**src/rtl/demux3_8_buffer.sv**
```systemverilog
// Three-way demultiplexer from one producer stream into three one-entry holding registers.
// Each channel has its own valid/accept handshake. A shared counter tallies completed deliveries.
module demux3_8_buffer #(
  parameter int LARGURA = 8
) (
  input  logic               Clock,
  input  logic               Reset,
  input  logic [LARGURA-1:0] Entrada,
  input  logic [1:0]         Controle,
  input  logic               EntradaValida,
  output logic               EntradaPronta,
  output logic [LARGURA-1:0] Saida0,
  output logic [LARGURA-1:0] Saida1,
  output logic [LARGURA-1:0] Saida2,
  output logic               SaidaValida0,
  output logic               SaidaValida1,
  output logic               SaidaValida2,
  input  logic               SaidaAceita0,
  input  logic               SaidaAceita1,
  input  logic               SaidaAceita2,
  output logic [7:0]         ContagemEntregas
);

  logic [1:0]         w_sel;
  logic [2:0]         w_aceita;
  logic [2:0]         w_entrega;
  logic [2:0]         w_escrita;
  logic [7:0]         w_numEntregas;

  logic [2:0]         r_valida;
  logic [LARGURA-1:0] r_saida0;
  logic [LARGURA-1:0] r_saida1;
  logic [LARGURA-1:0] r_saida2;
  logic [7:0]         r_contagem;

  assign w_aceita  = {SaidaAceita2, SaidaAceita1, SaidaAceita0};
  assign w_entrega = r_valida & w_aceita;

  // Select code 11 aliases onto channel 2, like the default arm of the result mux.
  always_comb begin
    w_sel = 2'd2;
    if (Controle == 2'b00) begin
      w_sel = 2'd0;
    end else if (Controle == 2'b01) begin
      w_sel = 2'd1;
    end
  end

  // Only the selected channel can stall the producer; draining it in the same cycle frees the slot.
  assign EntradaPronta = !r_valida[w_sel] || w_aceita[w_sel];

  always_comb begin
    w_escrita = 3'b000;
    if (EntradaValida && EntradaPronta) begin
      w_escrita[w_sel] = 1'b1;
    end
  end

  assign w_numEntregas = 8'(w_entrega[0]) + 8'(w_entrega[1]) + 8'(w_entrega[2]);

  always_ff @(posedge Clock or posedge Reset) begin
    if (Reset) begin
      r_valida   <= 3'b000;
      r_contagem <= 8'd0;
    end else begin
      r_valida   <= (r_valida & ~w_entrega) | w_escrita;
      r_contagem <= r_contagem + w_numEntregas;
    end
  end

  // Data registers keep their last value after delivery and change only on a write.
  always_ff @(posedge Clock or posedge Reset) begin
    if (Reset) begin
      r_saida0 <= '0;
      r_saida1 <= '0;
      r_saida2 <= '0;
    end else begin
      if (w_escrita[0]) begin
        r_saida0 <= Entrada;
      end
      if (w_escrita[1]) begin
        r_saida1 <= Entrada;
      end
      if (w_escrita[2]) begin
        r_saida2 <= Entrada;
      end
    end
  end

  assign Saida0           = r_saida0;
  assign Saida1           = r_saida1;
  assign Saida2           = r_saida2;
  assign SaidaValida0     = r_valida[0];
  assign SaidaValida1     = r_valida[1];
  assign SaidaValida2     = r_valida[2];
  assign ContagemEntregas = r_contagem;

endmodule

```
**config.mk**
```make
export PLATFORM = sky130hd
export DESIGN_NAME = demux3_8_buffer
export DESIGN_NICKNAME = d
export VERILOG_FILES = /design/src/rtl/demux3_8_buffer.sv
export SDC_FILE = /design/constraint.sdc
export NUM_CORES = 1
export LEC_CHECK = 0
export ABC_AREA = 0
export CAP_MARGIN = 30
export CORE_AREA = 8 8 65 67
export DETAILED_ROUTE_END_ITERATION = 6
export DIE_AREA = 0 0 73 75
export PLACE_DENSITY = 0.82
export SLEW_MARGIN = 10
export SYNTH_ARGS = -nofsm -noshare
export SYNTH_HDL_FRONTEND = slang
export SYNTH_SLANG_ARGS = --single-unit
```
**constraint.sdc**
```tcl
create_clock -name Clock -period 4.68 [get_ports Clock]
set_input_delay 0.702 -clock Clock [delete_from_list [all_inputs] [get_ports Clock]]
set_output_delay 0.702 -clock Clock [all_outputs]
set_load 0.005 [all_outputs]
```
==> run_results.csv, run 1 <==
group,metric,value,unit
timing,hold_viol,0,
yosys,yosys.area_share.simple,9.34,%
critical_path,crit_slowest_cell,"clkdlybuf4s50_1",
layout,final_util,65.6,%
routing,drtAntennaViolNets,0,
yosys,synth-seq-cells,35,
routing,dr_total_vias,950,
placement,gp_congestion,0.705,
yosys,muxShareOfSynthArea,21.1,%
clock_tree,cts_tree,"built",
power,clkPwrFrac,23.9,%
grt,grtUsageTotal,13.5,%
power,ir_worst_vdd,0.000223,V
clock_tree,clock-root-buffer,"clkbuf_4",
worst_hold_path,hp-class,"flop to flop",
grt,grt_max_degree,22,
layout,diodes,0,
grt,grt_pass1_wl,5540,microns
critical_path,endpoint_kind,"output port",
critical_path,r2r_cells,6,
critical_path,crit_end,"EntradaPronta",
power,p_leak,0.935,nW
critical_path,critPathRequiredTime,3.98,ns
critical_path,reg2reg_from,"r_valida[2]",
timing,finalCritPeriodShare,60.1,%
floorplan,die-area,0.00548,sq mm
placement,io_buffers,51,
layout,drive_gt1_share,23.9,%
grt,grt_pass1_vias,1109,
critical_path,path_class,"input pin to output port",
clock_tree,clk_path_buf_depth,2,
timing,maxSlewViolCount,0,
floorplan,core,0.00323,sq mm
floorplan,die_width,73,microns
routing,drt-total-wl,3420,microns
routing,drt_iter0_drc,56,
timing,finalSetupTns,0,ns
yosys,synth_cells,97,
power,p_switching,242,uW
yosys,netlist_area,0.00147,sq mm
worst_hold_path,hold_start,"ContagemEntregas[7]",
yosys,synth_nets,117,
routing,drc,0,
routing,vias_per_cell,4.73,
critical_path,crit_start,"SaidaAceita0",
clock_tree,clkTransAtPathRegs,0.10,ns
clock_tree,numCtsBuffers,5,
layout,mostFrequentLayoutCells,"clkdlybuf4s50_1 (51), dfrtp_1 (35), mux2_2 (16)",
critical_path,crit_fanout,3,
floorplan,start_util,45.6,%
critical_path,rr_endpoint,"ContagemEntregas[4]",
clock_tree,cts_resized,0,
power,p_comb_share,30.1,%
critical_path,rrSetupSlack,2.61,ns
outcome,outcome,"finished, final reports clean",
yosys,synth_top_family_by_area,"multiplexers",
clock_tree,htree_levels,2,
clock_tree,cts_sinks,35,
power,switching_share,25.9,%
critical_path,crit_top_cell,"clkdlybuf4s50_1",
floorplan,die_h,75,microns
floorplan,rows,21,
yosys,synth-compound-area-share,0.849,%
layout,final_common_cell,"clkdlybuf4s50_1",
layout,syn_to_final_growth,43.8,%
clock_tree,hold_buffers,0,
clock_tree,cts_setup_buffers,0,
timing,fmax,356,MHz
critical_path,path_cells,"clkdlybuf4s50_1 > nand2b_1 > mux2i_1 > o21ai_0 > clkdlybuf4s50_1",
floorplan,num_io_pins,52,
critical_path,cpPeakStageDelay,0.53,ns
critical_path,critPathLaunchType,"input pin",
placement,hpwl,2690,microns
routing,drtPass1Iterations,4,
power,powerDensity,441,mW/mm^2
timing,rsz0062_at_grt,"false",
yosys,synth_xor_area_share,3.57,%
grt,grt_overflow,0,
critical_path,arrival,2.11,ns
yosys,yosysSeqAreaShare,59.4,%
yosys,post_synth.cell_area_avg,15.2,sq um
yosys,ys_warn_count,0,
yosys,synth_cell_type_count,24,
power,pwr-share-seq,46.0,%
clock_tree,clock_latency,0.32,ns
run,max_cap_violations,0,
timing,min_period,2.81,ns
power,power,934,uW
layout,nets,174,
timing,clock_skew,0.00549,ns
timing,relSlewSlack,40.6,%
yosys,synthAdderAreaFrac,4.41,%
grt,antenna_found_initial,0,
routing,wire_per_inst,17.0,microns
timing,setup_violations,0,
power,p_int,693,uW
timing,tightest_slew,0.889,ns
-- metrics by stage --
stage	worst slack, ns	hold WS, ns	std cells	area, sq um
2_1_floorplan	2.47	0.468	97	1470
3_3_place_gp	1.89	0.461	193	2030
3_5_place_dp	1.86	0.465	193	2030
4_1_cts	1.86	0.480	201	2120
5_1_grt	1.81	0.529	201	2120
6_report	1.87	0.475	201	2120
-- state kept, by name (all words and copies together), names as in the netlist --
register          cells
ContagemEntregas      8
Saida0                8
Saida1                8
Saida2                8
r_valida              3
-- worst min path at each step --
| stage | to | slack (ns) | cells after the start |
|---|---|---|---|
| finish | ContagemEntregas[7] | 0.47 | 1 |
| global route | ContagemEntregas[5] | 0.53 | 1 |
| CTS | ContagemEntregas[7] | 0.48 | 1 |
| detailed placement | ContagemEntregas[7] | 0.47 | 1 |
| global placement | ContagemEntregas[7] | 0.46 | 1 |
| floorplan | ContagemEntregas[7] | 0.47 | 1 |
-- worst max-delay path: cells and delay by family --
family | cells | cell delay, ns
buffers and inverters | 2 | 1.00
AOI/OAI and AO/OA | 1 | 0.15
and+or+nand+nor | 1 | 0.17
muxes | 1 | 0.09
-- power groups by stage --
stage	clock network, mW	logic [mW]	registers (mW)
after floorplan	0	0.0988	0.432
after global placement	0	0.280	0.430
after detailed placement	0	0.288	0.436
after CTS	0.230	0.289	0.431
after global routing	0.243	0.306	0.441
final	0.223	0.281	0.430
-- cell type report --
cell class / count / area (sq um)
multi-input cells: 59 / 578
inverters: 1 / 3.75
repair buffers: 52 / 518
fillers: 252 / 1110
flip-flops and latches: 35 / 876
well taps: 46 / 57.6
clock inverters: 2 / 35.0
clock buffers: 6 / 51.3
-- logic make-up (layout without fill, tap and decap cells) --
logic type,Yosys count,after routing
flops,35,35
buf+inv,3,61
simple gates,22,22
mux,25,25
fa+ha+maj,4,4
xor+xnor,6,6
compound gates,2,2
-- synth_stat cells --
cell | instances | area share (%)
ha_1 | 2 | 1.7
o21ai_0 | 1 | 0.34
fa_1 | 2 | 2.7
mux2_4 | 8 | 8.1
nor2b_2 | 1 | 0.59
and3_4 | 1 | 0.76
buf_6 | 1 | 0.76
and2_1 | 3 | 1.3
inv_1 | 1 | 0.25
nand3b_2 | 1 | 0.76
xnor2_1 | 5 | 3.0
nand2_1 | 8 | 2.0
mux2_2 | 16 | 12
nand2b_4 | 1 | 0.93
nor2b_1 | 1 | 0.42
nand3_1 | 2 | 0.68
and4_1 | 1 | 0.59
xor2_1 | 1 | 0.59
a21o_1 | 1 | 0.51
nand2b_1 | 2 | 0.85
nand4_1 | 1 | 0.42
mux2i_1 | 1 | 0.68
buf_2 | 1 | 0.34
dfrtp_1 | 35 | 59
-- per-layer routing --
metal  GRT usage (%)  up-vias  part of all wire [%]
li1                -      443                     -
met1            13.0      482                    38
met2            26.1       23                    57
met3            3.86        2                   4.3
met4            6.00        0                  0.79
met5               0        -                     0
No activity file was read; power rests on OpenSTA's default activity.
==> inputs of run 2 (changes only) <==
--- a/config.mk
+++ b/config.mk
@@ -7,10 +7,10 @@
 export LEC_CHECK = 0
 export ABC_AREA = 0
 export CAP_MARGIN = 30
-export CORE_AREA = 8 8 65 67
+export CORE_AREA = 8 8 67 69
 export DETAILED_ROUTE_END_ITERATION = 6
-export DIE_AREA = 0 0 73 75
-export PLACE_DENSITY = 0.82
+export DIE_AREA = 0 0 75 77
+export PLACE_DENSITY = 0.77
 export SLEW_MARGIN = 10
 export SYNTH_ARGS = -nofsm -noshare
 export SYNTH_HDL_FRONTEND = slang
==> constraint.sdc (replaced) <==
create_clock -name Clock -period 3 [get_ports Clock]
set_input_delay 0.45 -clock Clock [delete_from_list [all_inputs] [get_ports Clock]]
set_output_delay 0.45 -clock Clock [all_outputs]
set_load 0.005 [all_outputs]
==> run_results.csv, run 2 (synthesis gave the netlist of run 1 again) <==
group,metric,value,unit
outcome,outcome,"finished, final reports clean",
layout,syn_to_final_growth,44.1,%
clock_tree,clock_latency,0.34,ns
placement,hpwl,2520,microns
clock_tree,clock-root-buffer,"clkbuf_4",
timing,tightest_slew,0.439,ns
routing,vias_per_cell,4.80,
power,ir_worst_vdd,0.000340,V
timing,hold_viol,0,
clock_tree,cts_resized,0,
clock_tree,cts_sinks,35,
routing,drc,0,
routing,dr_total_vias,980,
timing,rsz0062_at_grt,"false",
run,max_cap_violations,0,
grt,grt_max_degree,36,
layout,mostFrequentLayoutCells,"clkdlybuf4s50_1 (51), dfrtp_1 (35), mux2_2 (16)",
floorplan,num_io_pins,52,
critical_path,path_class,"input pin to output port",
clock_tree,hold_buffers,0,
timing,fmax,434,MHz
power,powerDensity,683,mW/mm^2
clock_tree,clk_path_buf_depth,2,
placement,io_buffers,51,
grt,grt_pass1_vias,1089,
grt,grt_pass1_wl,5690,microns
placement,placed_cell_area,0.00204,sq mm
timing,finalSetupTns,0,ns
power,p_leak,0.938,nW
worst_hold_path,hp-class,"flop to flop",
layout,diodes,0,
timing,finalCritPeriodShare,76.7,%
routing,wire_per_inst,16.3,microns
timing,maxSlewViolCount,0,
clock_tree,numCtsBuffers,5,
floorplan,die-area,0.00578,sq mm
clock_tree,htree_levels,2,
grt,grtUsageTotal,13.1,%
timing,min_period,2.30,ns
grt,grt_overflow,0,
routing,drtPass1Iterations,4,
floorplan,die_h,77,microns
layout,final_common_cell,"clkdlybuf4s50_1",
clock_tree,cts_setup_buffers,0,
layout,nets,175,
timing,setup_violations,0,
timing,relSlewSlack,70.7,%
routing,drt-total-wl,3320,microns
clock_tree,clkTransAtPathRegs,0.10,ns
clock_tree,cts_tree,"built",
routing,drtAntennaViolNets,0,
timing,hold-worst-slack,0.477,ns
floorplan,die_width,75,microns
critical_path,crit_fanout,3,
floorplan,start_util,42.2,%
critical_path,endpoint_kind,"output port",
floorplan,rows,22,
critical_path,critPathLaunchType,"input pin",
placement,gp_congestion,0.732,
layout,drive_gt1_share,24.4,%
floorplan,core,0.00350,sq mm
timing,clock_skew,0.0142,ns
layout,design_area,0.00212,sq mm
critical_path,arrival,1.85,ns
routing,drt_iter0_drc,32,
critical_path,critPathRequiredTime,2.55,ns
grt,antenna_found_initial,0,
-- run 2: changes by cell type in the layout (fill, tap and decap cells not counted) --
cell	delta
clkbuf_8	-1
clkinv_4	+1
buf_4	+1
-- run 2: final timing paths --
| kind | start | end | slack [ns] | cells past startpoint |
|---|---|---|---|---|
| worst max-delay path | SaidaAceita0 | EntradaPronta | 0.70 | 5 |
| worst max register to register | r_valida[2] | ContagemEntregas[4] | 0.91 | 6 |
| worst min register to register | ContagemEntregas[7] | ContagemEntregas[7] | 0.48 | 1 |
| worst min-delay path | ContagemEntregas[7] | ContagemEntregas[7] | 0.48 | 1 |
| max in group asynchronous | Reset | Saida2[5] | 2.18 | 3 |
| min in group asynchronous | Reset | ContagemEntregas[0] | 0.49 | 3 |
-- run 2: metal layers --
layer / up-vias / track usage, % / wire length [microns] / part of all wire (%)
li1: 450 / - / - / -
met1: 495 / 14.7 / 1220 / 37
met4: 0 / 6.47 / 49 / 1.5
met5: - / 0 / 0 / 0
met2: 31 / 22.1 / 1880 / 57
met3: 4 / 3.25 / 175 / 5.3
-- run 2: power by group --
part / switching, mW / internal, mW / leakage [nW]
logic: 0.136 / 0.308 / 0.470
registers: 0.0900 / 0.580 / 0.423
clock network: 0.162 / 0.175 / 0.0452
-- run 2: critical path: stages --
cell	delay (ns)
clkdlybuf4s50_1	0.46
nand2b_1	0.18
mux2i_1	0.09
o21ai_0	0.15
clkdlybuf4s50_1	0.52
-- run 2: final cells by class --
class | instances | area, sq um
Tap cell | 48 | 60.1
Clock buffer | 5 | 37.5
Multi-Input combinational cell | 59 | 578
Fill cell | 302 | 1370
Timing Repair Buffer | 53 | 526
Clock inverter | 3 | 43.8
Inverter | 1 | 3.75
Sequential cell | 35 | 876
-- run 2: per-stage QoR --
step	worst slack, ns	util (%)	std cells	power (mW)
floorplan	1.04	-	97	0.829
global route	0.627	60.8	204	1.54
CTS	0.690	60.8	204	1.47
global placement	0.579	58.4	196	1.11
finish	0.698	60.8	204	1.45
detailed placement	0.492	58.4	196	1.13
